## src/rtl/uart_pkg.sv

```systemverilog
// Shared types and parameter checks for the UART receiver.
package uart_pkg;

  typedef enum logic [2:0] {
    IDLE,
    START,
    DATA,
    PARITY,
    STOP,
    BREAK
  } state_t;

  typedef enum logic [1:0] {
    PAR_NONE,
    PAR_EVEN,
    PAR_ODD
  } parity_t;

  // True when the configuration can be built.
  function automatic bit params_ok(input int clock_rate, input int baud_rate,
                                   input int n_bits, input int n_samples,
                                   input int parity, input int stop_bits);
    bit ok;
    ok = 1'b1;
    if (baud_rate <= 0 || n_samples <= 0) ok = 1'b0;
    else if (clock_rate / (baud_rate * n_samples) < 2) ok = 1'b0;
    if (n_bits < 5 || n_bits > 9) ok = 1'b0;
    if (n_samples != 4 && n_samples != 8 && n_samples != 16) ok = 1'b0;
    if (parity < 0 || parity > 2) ok = 1'b0;
    if (stop_bits < 1 || stop_bits > 2) ok = 1'b0;
    return ok;
  endfunction

endpackage

```

## src/rtl/uart_rx_sampler.sv

```systemverilog
// Line front end: synchroniser, start-edge detect, oversampling tick and
// 3-sample majority vote around the bit centre.
module uart_rx_sampler
  import uart_pkg::*;
#(
  parameter int DIVISOR   = 25,
  parameter int N_SAMPLES = 16
) (
  input  logic clk,
  input  logic rst,
  input  logic rx,
  input  logic restart,
  output logic rx_s,
  output logic fall_edge,
  output logic bit_valid,
  output logic bit_value
);

  localparam int TW = $clog2(DIVISOR);
  localparam int SW = $clog2(N_SAMPLES);
  localparam logic [TW-1:0] TICK_LAST = TW'(DIVISOR - 1);
  localparam logic [SW-1:0] IDX_LAST  = SW'(N_SAMPLES - 1);
  localparam logic [SW-1:0] IDX_V0    = SW'(N_SAMPLES / 2 - 1);
  localparam logic [SW-1:0] IDX_V1    = SW'(N_SAMPLES / 2);
  localparam logic [SW-1:0] IDX_V2    = SW'(N_SAMPLES / 2 + 1);

  logic [1:0]    sync;
  logic [1:0]    fill;
  logic          rx_prev;
  logic          armed;
  logic [TW-1:0] tick_cnt;
  logic [SW-1:0] samp_idx;
  logic          tick;
  logic          v0, v1;

  // Two-flop synchroniser for the asynchronous line, idles high.
  always_ff @(posedge clk or posedge rst) begin
    if (rst) sync <= 2'b11;
    else     sync <= {sync[0], rx};
  end

  // Edge history; edges are armed only once a genuine high has been seen
  // after reset, so a line held low across reset is not taken as a start.
  always_ff @(posedge clk or posedge rst) begin
    if (rst) begin
      fill    <= 2'b00;
      rx_prev <= 1'b1;
      armed   <= 1'b0;
    end else begin
      fill    <= {fill[0], 1'b1};
      rx_prev <= rx_s;
      armed   <= armed | (fill[1] & rx_s);
    end
  end

  // Tick divider and sample index, both realigned to the start edge.
  always_ff @(posedge clk or posedge rst) begin
    if (rst) begin
      tick_cnt <= '0;
      samp_idx <= '0;
    end else if (restart) begin
      tick_cnt <= '0;
      samp_idx <= '0;
    end else if (tick) begin
      tick_cnt <= '0;
      samp_idx <= (samp_idx == IDX_LAST) ? '0 : samp_idx + 1'b1;
    end else begin
      tick_cnt <= tick_cnt + 1'b1;
    end
  end

  // Capture the first two of the three centre samples.
  always_ff @(posedge clk or posedge rst) begin
    if (rst) begin
      v0 <= 1'b1;
      v1 <= 1'b1;
    end else if (tick) begin
      if (samp_idx == IDX_V0) v0 <= rx_s;
      if (samp_idx == IDX_V1) v1 <= rx_s;
    end
  end

  // Edge, tick and vote decision; third sample is the live one.
  always_comb begin
    rx_s      = sync[1];
    fall_edge = armed & rx_prev & ~rx_s;
    tick      = (tick_cnt == TICK_LAST);
    bit_valid = tick && (samp_idx == IDX_V2);
    bit_value = (v0 & v1) | (v0 & rx_s) | (v1 & rx_s);
  end

endmodule

```

## src/rtl/uart_rx_core.sv

```systemverilog
// UART receiver: frame FSM, data shift register, parity check and a single
// holding register drained over valid/ready with overrun reporting.
module uart_rx_core
  import uart_pkg::*;
#(
  parameter int CLOCK_RATE = 100000000,
  parameter int BAUD_RATE  = 250000,
  parameter int N_BITS     = 8,
  parameter int N_SAMPLES  = 16,
  parameter int PARITY     = 0,
  parameter int STOP_BITS  = 1
) (
  input  logic              clk,
  input  logic              rst,
  input  logic              rx,
  output logic [N_BITS-1:0] data,
  output logic              valid,
  input  logic              ready,
  output logic              frame_err,
  output logic              parity_err,
  output logic              overrun,
  output logic              busy
);

  localparam int      DIVISOR   = CLOCK_RATE / (BAUD_RATE * N_SAMPLES);
  localparam bit      CFG_OK    = params_ok(CLOCK_RATE, BAUD_RATE, N_BITS,
                                            N_SAMPLES, PARITY, STOP_BITS);
  localparam parity_t PAR_MODE  = parity_t'(2'(PARITY));
  localparam logic    PAR_ODD_B = (PAR_MODE == PAR_ODD);
  localparam logic [3:0] LAST_DATA = 4'(N_BITS - 1);
  localparam logic [3:0] LAST_STOP = 4'(STOP_BITS - 1);

  if (!CFG_OK) begin : g_cfg_err
    $error("uart_rx_core: unsupported parameter set (DIVISOR must be >= 2)");
  end

  state_t            state, state_nxt;
  logic              rx_s, fall_edge, bit_valid, bit_value;
  logic              restart, complete, accept;
  logic [3:0]        bit_cnt;
  logic [N_BITS-1:0] shreg;
  logic              par_acc, par_err, stop_err;

  uart_rx_sampler #(
    .DIVISOR  (DIVISOR),
    .N_SAMPLES(N_SAMPLES)
  ) u_sampler (
    .clk      (clk),
    .rst      (rst),
    .rx       (rx),
    .restart  (restart),
    .rx_s     (rx_s),
    .fall_edge(fall_edge),
    .bit_valid(bit_valid),
    .bit_value(bit_value)
  );

  // State register.
  always_ff @(posedge clk or posedge rst) begin
    if (rst) state <= IDLE;
    else     state <= state_nxt;
  end

  // Next-state logic; every bit-level move happens on a vote decision.
  always_comb begin
    state_nxt = state;
    case (state)
      IDLE:  if (fall_edge) state_nxt = START;
      START: if (bit_valid) state_nxt = bit_value ? IDLE : DATA;
      DATA:
        if (bit_valid && bit_cnt == LAST_DATA)
          state_nxt = (PAR_MODE == PAR_NONE) ? STOP : uart_pkg::PARITY;
      uart_pkg::PARITY: if (bit_valid) state_nxt = STOP;
      STOP:
        if (bit_valid && bit_cnt == LAST_STOP)
          state_nxt = bit_value ? IDLE : BREAK;
      BREAK: if (rx_s) state_nxt = IDLE;
      default: state_nxt = IDLE;
    endcase
  end

  // FSM-derived strobes.
  always_comb begin
    busy     = (state != IDLE);
    restart  = (state == IDLE) && fall_edge;
    complete = (state == STOP) && bit_valid && (bit_cnt == LAST_STOP);
    accept   = valid && ready;
  end

  // Frame datapath: bit counter, LSB-first shift, parity and stop tracking.
  always_ff @(posedge clk or posedge rst) begin
    if (rst) begin
      bit_cnt  <= '0;
      shreg    <= '0;
      par_acc  <= 1'b0;
      par_err  <= 1'b0;
      stop_err <= 1'b0;
    end else if (bit_valid) begin
      case (state)
        START: begin
          bit_cnt  <= '0;
          par_acc  <= 1'b0;
          par_err  <= 1'b0;
          stop_err <= 1'b0;
        end
        DATA: begin
          shreg   <= {bit_value, shreg[N_BITS-1:1]};
          par_acc <= par_acc ^ bit_value;
          bit_cnt <= (bit_cnt == LAST_DATA) ? '0 : bit_cnt + 4'd1;
        end
        uart_pkg::PARITY: par_err <= par_acc ^ bit_value ^ PAR_ODD_B;
        STOP: begin
          stop_err <= stop_err | ~bit_value;
          bit_cnt  <= bit_cnt + 4'd1;
        end
        default: ;
      endcase
    end
  end

  // Holding register and handshake; a completion against a stalled
  // consumer is dropped and flagged instead of overwriting the held word.
  always_ff @(posedge clk or posedge rst) begin
    if (rst) begin
      data       <= '0;
      valid      <= 1'b0;
      frame_err  <= 1'b0;
      parity_err <= 1'b0;
      overrun    <= 1'b0;
    end else begin
      overrun <= complete && valid && !ready;
      if (complete && (!valid || accept)) begin
        data       <= shreg;
        frame_err  <= stop_err | ~bit_value;
        parity_err <= (PAR_MODE != PAR_NONE) & par_err;
        valid      <= 1'b1;
      end else if (accept) begin
        valid <= 1'b0;
      end
    end
  end

endmodule

```

## config.mk

```make
export PLATFORM = sky130hd
export DESIGN_NAME = uart_rx_core
export DESIGN_NICKNAME = d
export VERILOG_FILES = /design/src/rtl/uart_pkg.sv /design/src/rtl/uart_rx_sampler.sv /design/src/rtl/uart_rx_core.sv
export SDC_FILE = /design/constraint.sdc
export NUM_CORES = 1
export LEC_CHECK = 0
export BUFFER_PORTS_ARGS = -buffer_cell sky130_fd_sc_hd__buf_2
export CELL_PAD_IN_SITES_DETAIL_PLACEMENT = 2
export CELL_PAD_IN_SITES_GLOBAL_PLACEMENT = 2
export CORE_MARGIN = 10
export CORE_UTILIZATION = 36
export CTS_CLUSTER_DIAMETER = 80
export DETAILED_ROUTE_END_ITERATION = 8
export PLACE_DENSITY_LB_ADDON = 0.1
export SYNTH_ARGS = -nofsm -noshare
export SYNTH_HDL_FRONTEND = slang
export SYNTH_SLANG_ARGS = --single-unit
```

## constraint.sdc

```tcl
create_clock -name clk -period 1.7 [get_ports clk]
set_input_delay 0.085 -clock clk [delete_from_list [all_inputs] [get_ports clk]]
set_output_delay 0.085 -clock clk [all_outputs]
set_load 0.1 [all_outputs]
```

==> results.ini <==
[run_status]
status=finished, violations left
violations=setup timing

[global_route]
grt_overflow=0
grt_pass1_wl_microns=8830
grt_antenna_before_repair=0
grt_usage_pct=12.0
grt_start_max_net_pins=45
grt_pass1_vias=1694

[routing]
drtIter0Drc=34
drc=0
wl_microns=5190
postRouteAntennaNets=0
drtPass1Iterations=4
vias=1479
viasPerCell=5.10
wl_per_cell_microns=17.9

[yosys]
ys_seq_elements=44
syn-cell-area_sq_mm=0.00210
synth_edf_count=0
synth_top_area_share_pct=46.5
syn_avg_cell_area_sq_um=12.0
ys_warn_count=0
ys.flop_type=dfrtp_1
synth.distinct_cells=49
synthesis.nets=186
ys_seq_area_share_pct=52.7
yosysTopAreaCell=dfrtp_1
syn_inst=175
ys_async_sr_fraction_pct=100
synth_area_leaders=dfrtp_1 46%, mux2_2 10%, dfstp_2 6.3%

[critical_path]
crit_arrival_ps=1990
startpoint_type=register
crit_type=register to register
crit_fanout=8
endpoint_kind=register
cpMaxStageDelayCell=dfrtp_1
reg2regPathDepth=7
required_ps=1880
crit_chain=inv_2 -> ha_4 -> and4b_2 -> nand3_4 -> nor3_4 -> buf_12 -> mux2_4
critPathMaxStageDelay_ps=400

[place]
port_buffers=15
dp_hpwl_microns=3650
place_congestion=0.800
dp.cells=274
place_ws_ps=-113

[cts]
root_buffer=clkbuf_8
htreeDepth=2
cts.sinks=44
clk_latency_ps=290
tritoncts=built
cts_buffers=5
clk_pin_slew_ps=80
clk_path_buf_depth=2

[timing]
hold_viol=0
finalSetupViolations=23
max_freq_mhz=554
period_minus_slack_ps=1810
finClkSkew_ps=5.62
slew_viol_final=0
min_period_over_period_pct=106
relSlewSlack_pct=62.4
tightest_slew_ps=564
grt_setup_unrepaired=yes
setup_ws_ps=-106

[layout]
area_delta_synth_final_pct=25.0
fillers=564
stdcell_count=290
regArea_sq_mm=0.00111
drive_gt1_share_pct=44.0
utilization_pct=47.1
multi_input_area_sq_mm=0.00101
antenna_cells=0
fin_nets=228

[power]
p_per_area_mw_per_mm2=906
vdd_drop_max_mv=0.596
leakagePower_nw=1.26

[floorplanning]
die_width_microns=96.4
start_util_pct=37.7
die_area_sq_mm=0.00929
placementRows=27
core_area_sq_mm=0.00557
io-pin-count=17
dieHeight_microns=96.4

[hold_path]
holdCritPathClass=input pin to register
hold_depth=3

[job]
drv_cap=0

[report_power, final]
part | leakage (nW) | internal, W | switching (W)
clock | 0.0412 | 0.000288 | 0.000363
sequential | 0.568 | 0.00114 | 0.0000800
combinational | 0.652 | 0.000247 | 0.000256
total | 1.26 | 0.00168 | 0.000699
[what timing repair did]
action,CTS,global route
gates resized for setup,8,17
hold endpoints to repair,40,0
gates cloned,1,0
pin swaps,1,12
endpoints found under the setup margin,25,26
hold buffers,2,0
setup buffers,2,3
[worst max-delay path: cells and delay by family (launching register included)]
family / cells / cell delay (ps)
mux: 1 / 300
buf+inv: 2 / 240
fa+ha+maj: 1 / 120
flops: 1 / 400
simple gates: 3 / 630
[flip-flops by register name, indices dropped and copies added, names as in the netlist]
signal and flops:
stop_err 1, u_sampler.fill 2, u_sampler.armed 1, u_sampler.rx_prev 1, overrun 1, data 8
u_sampler.v0 1, bit_cnt 4, valid 1, shreg 8, u_sampler.samp_idx 4, u_sampler.v1 1
u_sampler.tick_cnt 5, state 3, frame_err 1, u_sampler.sync 2
[area by class of cell]
cell class              count  share of cell area (%)
clock buffers               6                    2.76
repair buffers             41                    11.5
multi-input cells         117                    38.4
well taps                  72                    3.43
flip-flops and latches     44                    42.2
inverters                   8                    1.14
clock inverters             2                   0.477
[worst paths after layout]
kind	to	slack, ps	from
max in group asynchronous	valid	800	rst
min in group asynchronous	shreg[6]	490	rst
max	shreg[7]	-110	u_sampler.tick_cnt[1]
max reg2reg	shreg[7]	-110	u_sampler.tick_cnt[1]
min reg2reg	u_sampler.sync[1]	360	u_sampler.sync[0]
min	overrun	250	ready
[synthesized netlist by cell type, types with 2 or more instances]
cell	instances
dfrtp_1	39
mux2_2	19
nor2_1	14
a21oi_1	8
inv_1	8
ha_1	7
nand2_1	6
dfstp_2	5
o21ai_0	5
buf_2	4
nand3_1	4
nand3b_1	4
nor2b_1	4
nand2b_1	3
xor2_1	3
a21o_1	2
a31oi_1	2
and3_1	2
buf_6	2
conb_1	2
nor3b_1	2
or3_1	2
xnor2_1	2
[kinds of logic (layout without fill, tap and decap cells)]
logic type / Yosys count / after routing / synth area share (%)
and+or+nand+nor: 53 / 54 / 16.4
AOI/OAI and AO/OA: 28 / 28 / 9.06
other: 2 / 2 / 0.358
DFF: 44 / 44 / 52.7
buffers and inverters: 15 / 57 / 3.81
muxes: 20 / 20 / 10.9
xor gates and xnor gates: 5 / 5 / 2.09
adders and majority gates: 8 / 8 / 4.65
[per-stage QoR]
stage / total power (W) / hold slack (ps) / TNS [ps] / cell area [sq um]
2_1_floorplan: 0.00150 / 89.5 / -471 / 2110
3_3_place_gp: 0.00162 / 192 / -153 / 2380
3_5_place_dp: 0.00166 / 192 / -1630 / 2380
4_1_cts: 0.00236 / 253 / -960 / 2550
5_1_grt: 0.00255 / 288 / -3390 / 2630
6_report: 0.00238 / 249 / -1500 / 2630
[per-layer routing]
layer  global-route usage [%]  vias up  share of wire [%]
met3                     2.33        8                2.7
li1                         -      694                  -
met4                     4.00        0                1.4
met2                     19.8       17                 51
met1                     15.3      760                 45
met5                        0        -                  0
[cells in the final DEF, fill, tap and decap left out, types with 6 or more instances in the layout]
cell / count
dfrtp_1: 38
buf_4: 19
buf_2: 15
nor2_1: 14
mux2_4: 10
mux2_2: 10
nand2_1: 6
inv_1: 6
ha_1: 6
(Power assumes the default switching activity.)
